[config.mk]
export PLATFORM = sky130hd
export DESIGN_NAME = mc_controller
export DESIGN_NICKNAME = d
export VERILOG_FILES = /design/src/rtl/mc_controller.sv
export SDC_FILE = /design/constraint.sdc
export NUM_CORES = 1
export LEC_CHECK = 0
export CORE_MARGIN = 5
export CORE_UTILIZATION = 42
export DETAILED_ROUTE_END_ITERATION = 10
export PLACE_DENSITY = 0.95
export REMOVE_ABC_BUFFERS = 1
export SYNTH_ARGS = -nofsm -noshare
export SYNTH_HDL_FRONTEND = slang
export SYNTH_SLANG_ARGS = --single-unit
[constraint.sdc]
create_clock -name clk -period 3.7 [get_ports clk]
set_clock_uncertainty 0.15 [all_clocks]
set_input_delay 0.74 -clock clk [delete_from_list [all_inputs] [get_ports clk]]
set_output_delay 0.74 -clock clk [all_outputs]
set_load 0.01 [all_outputs]
[src/rtl/mc_controller.sv]
// Multicycle MIPS control FSM: fetch/decode/execute for lw, sw, R-type, beq, addi, j.
// Latency: Moore outputs from state (pcen also uses zero, FETCH enables use mem_ready); lw 5, sw/R/addi 4, beq/j 3 cycles.
// Backpressure: FETCH/MEMRD/MEMWR hold while mem_ready=0 (when USE_MEMRDY=1); memwrite stays asserted while held.
//
// Ports:
//   clk, reset        clock (rising edge), asynchronous active-high reset
//   op, funct         opcode / function fields from IR
//   zero              ALU zero flag (beq)
//   mem_ready         memory access completes this cycle
//   mem_req..illegal  datapath control: memory, IR, regfile, ALU muxes, PC, illegal-instruction pulse
module mc_controller #(
    parameter bit USE_MEMRDY = 1'b1
) (
    input  logic       clk,
    input  logic       reset,
    input  logic [5:0] op,
    input  logic [5:0] funct,
    input  logic       zero,
    input  logic       mem_ready,
    output logic       mem_req,
    output logic       iord,
    output logic       memwrite,
    output logic       irwrite,
    output logic       memtoreg,
    output logic       regdst,
    output logic       regwrite,
    output logic       alusrca,
    output logic [1:0] alusrcb,
    output logic [2:0] alucontrol,
    output logic [1:0] pcsrc,
    output logic       pcen,
    output logic       illegal
);

    typedef enum logic [3:0] {
        S_FETCH   = 4'd0,
        S_DECODE  = 4'd1,
        S_MEMADR  = 4'd2,
        S_MEMRD   = 4'd3,
        S_MEMWB   = 4'd4,
        S_MEMWR   = 4'd5,
        S_RTYPEEX = 4'd6,
        S_RTYPEWB = 4'd7,
        S_BEQEX   = 4'd8,
        S_ADDIEX  = 4'd9,
        S_ADDIWB  = 4'd10,
        S_JEX     = 4'd11
    } state_t;

    localparam logic [5:0] OP_RTYPE = 6'b000000;
    localparam logic [5:0] OP_LW    = 6'b100011;
    localparam logic [5:0] OP_SW    = 6'b101011;
    localparam logic [5:0] OP_BEQ   = 6'b000100;
    localparam logic [5:0] OP_ADDI  = 6'b001000;
    localparam logic [5:0] OP_J     = 6'b000010;

    localparam logic [2:0] ALU_ADD = 3'b010;
    localparam logic [2:0] ALU_SUB = 3'b110;
    localparam logic [2:0] ALU_AND = 3'b000;
    localparam logic [2:0] ALU_OR  = 3'b001;
    localparam logic [2:0] ALU_SLT = 3'b111;

    state_t     r_state;
    state_t     w_next;
    logic       w_rdy;
    logic       w_mem_req, w_iord, w_memwrite, w_irwrite, w_memtoreg, w_regdst;
    logic       w_regwrite, w_alusrca, w_pcwrite, w_branch, w_illegal;
    logic [1:0] w_alusrcb, w_pcsrc;
    logic [2:0] w_alucontrol;

    assign w_rdy = mem_ready | ~USE_MEMRDY;

    always_ff @(posedge clk or posedge reset) begin
        if (reset) r_state <= S_FETCH;
        else       r_state <= w_next;
    end

    always_comb begin
        w_next       = S_FETCH;
        w_mem_req    = 1'b0;
        w_iord       = 1'b0;
        w_memwrite   = 1'b0;
        w_irwrite    = 1'b0;
        w_memtoreg   = 1'b0;
        w_regdst     = 1'b0;
        w_regwrite   = 1'b0;
        w_alusrca    = 1'b0;
        w_alusrcb    = 2'b00;
        w_alucontrol = 3'b000;
        w_pcsrc      = 2'b00;
        w_pcwrite    = 1'b0;
        w_branch     = 1'b0;
        w_illegal    = 1'b0;
        case (r_state)
            S_FETCH: begin
                w_mem_req    = 1'b1;
                w_alusrcb    = 2'b01;
                w_alucontrol = ALU_ADD;
                w_irwrite    = w_rdy;
                w_pcwrite    = w_rdy;
                w_next       = w_rdy ? S_DECODE : S_FETCH;
            end
            S_DECODE: begin
                // PC+4 + (SignImm<<2) lands in ALUOut as the branch target
                w_alusrcb    = 2'b11;
                w_alucontrol = ALU_ADD;
                case (op)
                    OP_LW, OP_SW: w_next = S_MEMADR;
                    OP_RTYPE:     w_next = S_RTYPEEX;
                    OP_BEQ:       w_next = S_BEQEX;
                    OP_ADDI:      w_next = S_ADDIEX;
                    OP_J:         w_next = S_JEX;
                    default:      w_illegal = 1'b1;
                endcase
            end
            S_MEMADR: begin
                w_alusrca    = 1'b1;
                w_alusrcb    = 2'b10;
                w_alucontrol = ALU_ADD;
                w_next       = (op == OP_LW) ? S_MEMRD : S_MEMWR;
            end
            S_MEMRD: begin
                w_mem_req = 1'b1;
                w_iord    = 1'b1;
                w_next    = w_rdy ? S_MEMWB : S_MEMRD;
            end
            S_MEMWB: begin
                w_memtoreg = 1'b1;
                w_regwrite = 1'b1;
            end
            S_MEMWR: begin
                w_mem_req  = 1'b1;
                w_iord     = 1'b1;
                w_memwrite = 1'b1;
                w_next     = w_rdy ? S_FETCH : S_MEMWR;
            end
            S_RTYPEEX: begin
                w_alusrca = 1'b1;
                w_next    = S_RTYPEWB;
                case (funct)
                    6'b100000: w_alucontrol = ALU_ADD;
                    6'b100010: w_alucontrol = ALU_SUB;
                    6'b100100: w_alucontrol = ALU_AND;
                    6'b100101: w_alucontrol = ALU_OR;
                    6'b101010: w_alucontrol = ALU_SLT;
                    default: begin
                        // skip writeback so an unknown funct never touches the regfile
                        w_illegal = 1'b1;
                        w_next    = S_FETCH;
                    end
                endcase
            end
            S_RTYPEWB: begin
                w_regdst   = 1'b1;
                w_regwrite = 1'b1;
            end
            S_BEQEX: begin
                w_alusrca    = 1'b1;
                w_alucontrol = ALU_SUB;
                w_branch     = 1'b1;
                w_pcsrc      = 2'b01;
            end
            S_ADDIEX: begin
                w_alusrca    = 1'b1;
                w_alusrcb    = 2'b10;
                w_alucontrol = ALU_ADD;
                w_next       = S_ADDIWB;
            end
            S_ADDIWB: begin
                w_regwrite = 1'b1;
            end
            S_JEX: begin
                w_pcsrc   = 2'b10;
                w_pcwrite = 1'b1;
            end
            default: w_next = S_FETCH;
        endcase
    end

    // Reset acts on the outputs combinationally so an in-flight write is
    // cancelled immediately, not at the next edge.
    always_comb begin
        if (reset) begin
            mem_req    = 1'b1;
            iord       = 1'b0;
            memwrite   = 1'b0;
            irwrite    = 1'b0;
            memtoreg   = 1'b0;
            regdst     = 1'b0;
            regwrite   = 1'b0;
            alusrca    = 1'b0;
            alusrcb    = 2'b01;
            alucontrol = ALU_ADD;
            pcsrc      = 2'b00;
            pcen       = 1'b0;
            illegal    = 1'b0;
        end else begin
            mem_req    = w_mem_req;
            iord       = w_iord;
            memwrite   = w_memwrite;
            irwrite    = w_irwrite;
            memtoreg   = w_memtoreg;
            regdst     = w_regdst;
            regwrite   = w_regwrite;
            alusrca    = w_alusrca;
            alusrcb    = w_alusrcb;
            alucontrol = w_alucontrol;
            pcsrc      = w_pcsrc;
            pcen       = w_pcwrite | (w_branch & zero);
            illegal    = w_illegal;
        end
    end

endmodule

; ---- After elaboration in Yosys (flattened, before gate mapping)
; Cells that the tools add are included.
[classes]
n_eq_ne = 21
n_mux = 37
n_bitwise = 2
n_reduce_logical = 11
[op_table]
columns = cell, n
row1 = "equality test 6 bit, second input constant", 7
row2 = one-hot mux 4 bit (7 select lines), 1
row3 = 2-to-1 mux 1 bit, 22
row4 = one-hot mux 4 bit (5 select lines), 1
row5 = "equality test 4 x 3 -> 1 bit, second input constant", 4
row6 = "equality test 4 bit, second input constant", 4
row7 = 2-to-1 mux 3 bit, 5
row8 = one-hot mux 3 bit (4 select lines), 1
row9 = one-hot mux 3 bit (3 select lines), 1
row10 = "equality test 4 x 2 -> 1 bit, second input constant", 2
row11 = OR reduction 4 bit, 2
row12 = "equality test 6 x 2 -> 1 bit, second input constant", 1
row13 = "equality test 6 x 3 -> 1 bit, second input constant", 1
row14 = "equality test 6 x 4 -> 1 bit, second input constant", 1
row15 = zero test 6 bit, 1
row16 = one-hot mux 2 bit (3 select lines), 1
row17 = OR reduction 2 bit, 3
row18 = OR reduction 3 bit, 2
row19 = OR reduction 6 bit, 1
row20 = OR reduction 5 bit, 1
row21 = "equality test 4 x 1 -> 1 bit, second input constant", 1
row22 = zero test 4 bit, 1
row23 = 2-to-1 mux 2 bit, 2
row24 = one-hot mux 1 bit (2 select lines), 2
row25 = 3 further kinds, 3
[word_totals]
register_bits = 4
input_bits = 16

; ---- Longest topological paths before layout
[logic_depth]
word_depth = 5
ltp_mapped = 6

; ---- Worst setup path after synthesis
; Ideal clock, no wire load.
[synth_timing]
path_kind = input port to output port
from = input op[1]
to = output illegal
t_arrival_ps = 1764
t_required_ps = 2810
setup_slack_ps = 1046
cell_stages = 4
n_path_buf = 0
cell_sequence = or4_4 -> a211oi_2 -> nor4_1 -> a32o_1
[synth_between]
elab_chain_len = 5
word_cells_on_any_way = 10
[synth_rtl]
columns = element, line
row1 = start: declaration, 16  ; input logic [5:0] op,
row2 = "equality test 6 bit, or another cell as far along", 107  ; case (op)
row3 = OR reduction 6 bit (no source line) (*), n/a
row4 = 2-to-1 mux 1 bit (*), 107
row5 = one-hot mux 1 bit (2 select lines) (*), 94  ; case (r_state)
row6 = 2-to-1 mux 1 bit (*), 183  ; if (reset) begin
row7 = end: declaration, 32  ; output logic illegal
; Mark *: on every way between the ends. The rest lies on a longest branch, timed or not.

; ---- Worst setup path after layout
; Same ends and word-level chain as after synthesis.

==> flow_metrics.env <==
export IMPL_status="finished clean"
export IMPL_leakage_nw=0.338
export IMPL_die_w_microns=49.4
export IMPL_muxShareOfSynthArea=0.0172
export IMPL_wire_per_inst_microns=13.7
export IMPL_syn_avg_cell_area_sq_um=6.88
export IMPL_fin_util=0.676
export IMPL_setup_viol=0
export IMPL_grt_pass1_wl_microns=3170
export IMPL_drive_gt1_frac=0.0880
export IMPL_ios=33
export IMPL_rsz0062_at_grt="false"
export IMPL_slew_violations=0
export IMPL_ant_nets=0
export IMPL_core_sq_um=1490
export IMPL_power_w=0.000219
export IMPL_nets=143
export IMPL_ctsRootBufferMaster="clkbuf_4"
export IMPL_place_gp_congestion=0.756
export IMPL_drt_first_iter_violations=29
export IMPL_async_reset_ff_frac=1.00
export IMPL_regToRegSetupSlack_ns=1.73
export IMPL_io_buffers=32
export IMPL_crit_type="primary input to output port"
export IMPL_cts_hold_fix_buffers=0
export IMPL_htree_levels=1
export IMPL_post_cts_setup_buffers=0
export IMPL_largest_reg_flops=4
export IMPL_path_max_fanout=2
export IMPL_min_period_over_period=0.965
export IMPL_fp_dieH_microns=49.4
export IMPL_tns_ns=0
export IMPL_top_register="r_state"
export IMPL_maxCapViolCount=0
export IMPL_post_route_min_period_ns=3.57
export IMPL_finalHoldViolCount=0
export IMPL_yosys_cell_types_count=41
export IMPL_areaGrowthSynthToFinish_pct=54.0
export IMPL_synth_compound_area_frac=0.330
export IMPL_synth_warnings=0
export IMPL_cts_buffer_depth=2
export IMPL_grt_usage=0.155
export IMPL_synth_xor_xnor_area_share=0.0402
export IMPL_cts_tree="yes"
export IMPL_clk_pin_slew_ns=0.04
export IMPL_antenna_found_initial=0
export IMPL_rows=14
export IMPL_drt_wl_total_microns=1940
export IMPL_tightest_slew_ns=0.568
export IMPL_routed_via_count=810
export IMPL_synthAdderAreaFrac=0
export IMPL_fillerInstances=129
export IMPL_hold_path_class="flip-flop to flip-flop"
export IMPL_grt_max_degree=21
export IMPL_end_kind="output port"
export IMPL_final_area_sq_um=1010
export IMPL_arrival_ns=2.68
export IMPL_cts_buffers_inserted=3
export IMPL_grt_pass1_vias=716
export IMPL_via_per_inst=5.74
export IMPL_cts_resized=0
export IMPL_synth_simple_gate_area_frac=0.375
export IMPL_ys_seq_area_frac=0.153
export IMPL_ys_ff_latch=4
export IMPL_crit_required_ns=2.81
export IMPL_clock_sinks=4
export IMPL_first_pass_iters=4
export IMPL_n_antenna_cell=0
export IMPL_synth_top_family_by_area="simple AND/OR/NAND/NOR gates"
export IMPL_syn_cell_area_sq_um=653
export IMPL_peakVddDrop_mv=0.116
export IMPL_worstSkewPairLatency_ns=0.22
export IMPL_fmax_ghz=0.280
export IMPL_synth_top_flop_cell="dfrtp_1"
export IMPL_final_common_cell="clkdlybuf4s50_1"
export IMPL_slew_headroom=0.621
export IMPL_pwr_density_cell_nw_per_um2=218
export IMPL_placed_cell_area_sq_um=983
export IMPL_synth_edf_count=0
export IMPL_floorplan_initialDensity=0.439
export IMPL_syn_instance_count=95
export IMPL_top_regs="r_state (4)"
export IMPL_final_cell_mix="32 x clkdlybuf4s50_1, 9 x nor2_1, 8 x nor3_1, 7 x o21ai_0, 5 x nor2b_1"
export IMPL_grt_overflow=0
export IMPL_drc=0
export IMPL_critPathLaunchType="primary input"
export IMPL_dp_hpwl_microns=1560
export IMPL_die_area_sq_um=2440
## power breakdown
part	total, W	switching (W)	internal, W
Sequential	0.0000626	0.0000150	0.0000476
Combinational	0.000106	0.0000471	0.0000588
Clock	0.0000506	0.0000146	0.0000361
## kinds of logic (layout without fill, tap and decap cells)
| group | count (synthesis) | in the layout |
|---|---|---|
| AOI/OAI and AO/OA | 30 | 30 |
| xor gates and xnor gates | 3 | 3 |
| buffers and inverters | 13 | 43 |
| DFF | 4 | 4 |
| muxes | 1 | 1 |
| and+or+nand+nor | 44 | 44 |
## worst paths after layout
kind | startpoint | end | cells past startpoint
max | op[1] | illegal | 6
max in group asynchronous | reset | r_state[0] | 3
min reg2reg | r_state[2] | r_state[3] | 1
min | r_state[2] | r_state[3] | 1
min in group asynchronous | reset | r_state[2] | 3
max reg2reg | r_state[1] | r_state[2] | 4
## cell usage after synthesis, types with 2 or more instances
cell | instances | area share
nor4_1 | 3 | 0.029
a21oi_1 | 3 | 0.023
clkbuf_1 | 4 | 0.023
o21ai_0 | 7 | 0.054
nor3_1 | 8 | 0.061
xnor2_1 | 2 | 0.027
dfrtp_1 | 4 | 0.15
nor2b_1 | 5 | 0.048
inv_1 | 4 | 0.023
nand3_1 | 3 | 0.023
o22a_1 | 2 | 0.027
o211ai_1 | 3 | 0.034
nand2b_1 | 4 | 0.038
nand2_1 | 4 | 0.023
buf_2 | 5 | 0.038
nor2_1 | 9 | 0.052
## critical path, stage by stage
cell and delay (ns):
clkdlybuf4s50_1 0.42, or4_4 0.55, a211oi_2 0.23, nor4_1 0.07
a32o_1 0.20, clkdlybuf4s50_1 0.47
## layer usage
layer	track usage	vias up	routed length, microns	share of wire
met3	0.0214	0	88	0.045
met2	0.266	21	1020	0.53
met5	0	-	0	0
met1	0.206	369	830	0.43
li1	-	420	-	-
met4	0.0262	0	0	0
## cell type report
type	instances	area [sq um]	share of cell area
Sequential cell	4	100	0.0995
Inverter	4	15.0	0.0149
Tap cell	16	20.0	0.0199
Multi-Input combinational cell	78	498	0.495
Timing Repair Buffer	36	350	0.348
Clock buffer	3	22.5	0.0224
## through the flow
stage / setup slack [ns] / instances / hold WS (ns)
finish: 0.128 / 141 / 0.462
global placement: 0.149 / 138 / 0.455
CTS: 0.121 / 141 / 0.470
global route: 0.0265 / 141 / 0.496
detailed placement: 0.135 / 138 / 0.465
floorplan: 1.05 / 86 / 0.368
Power figures use the tool's default switching activity.
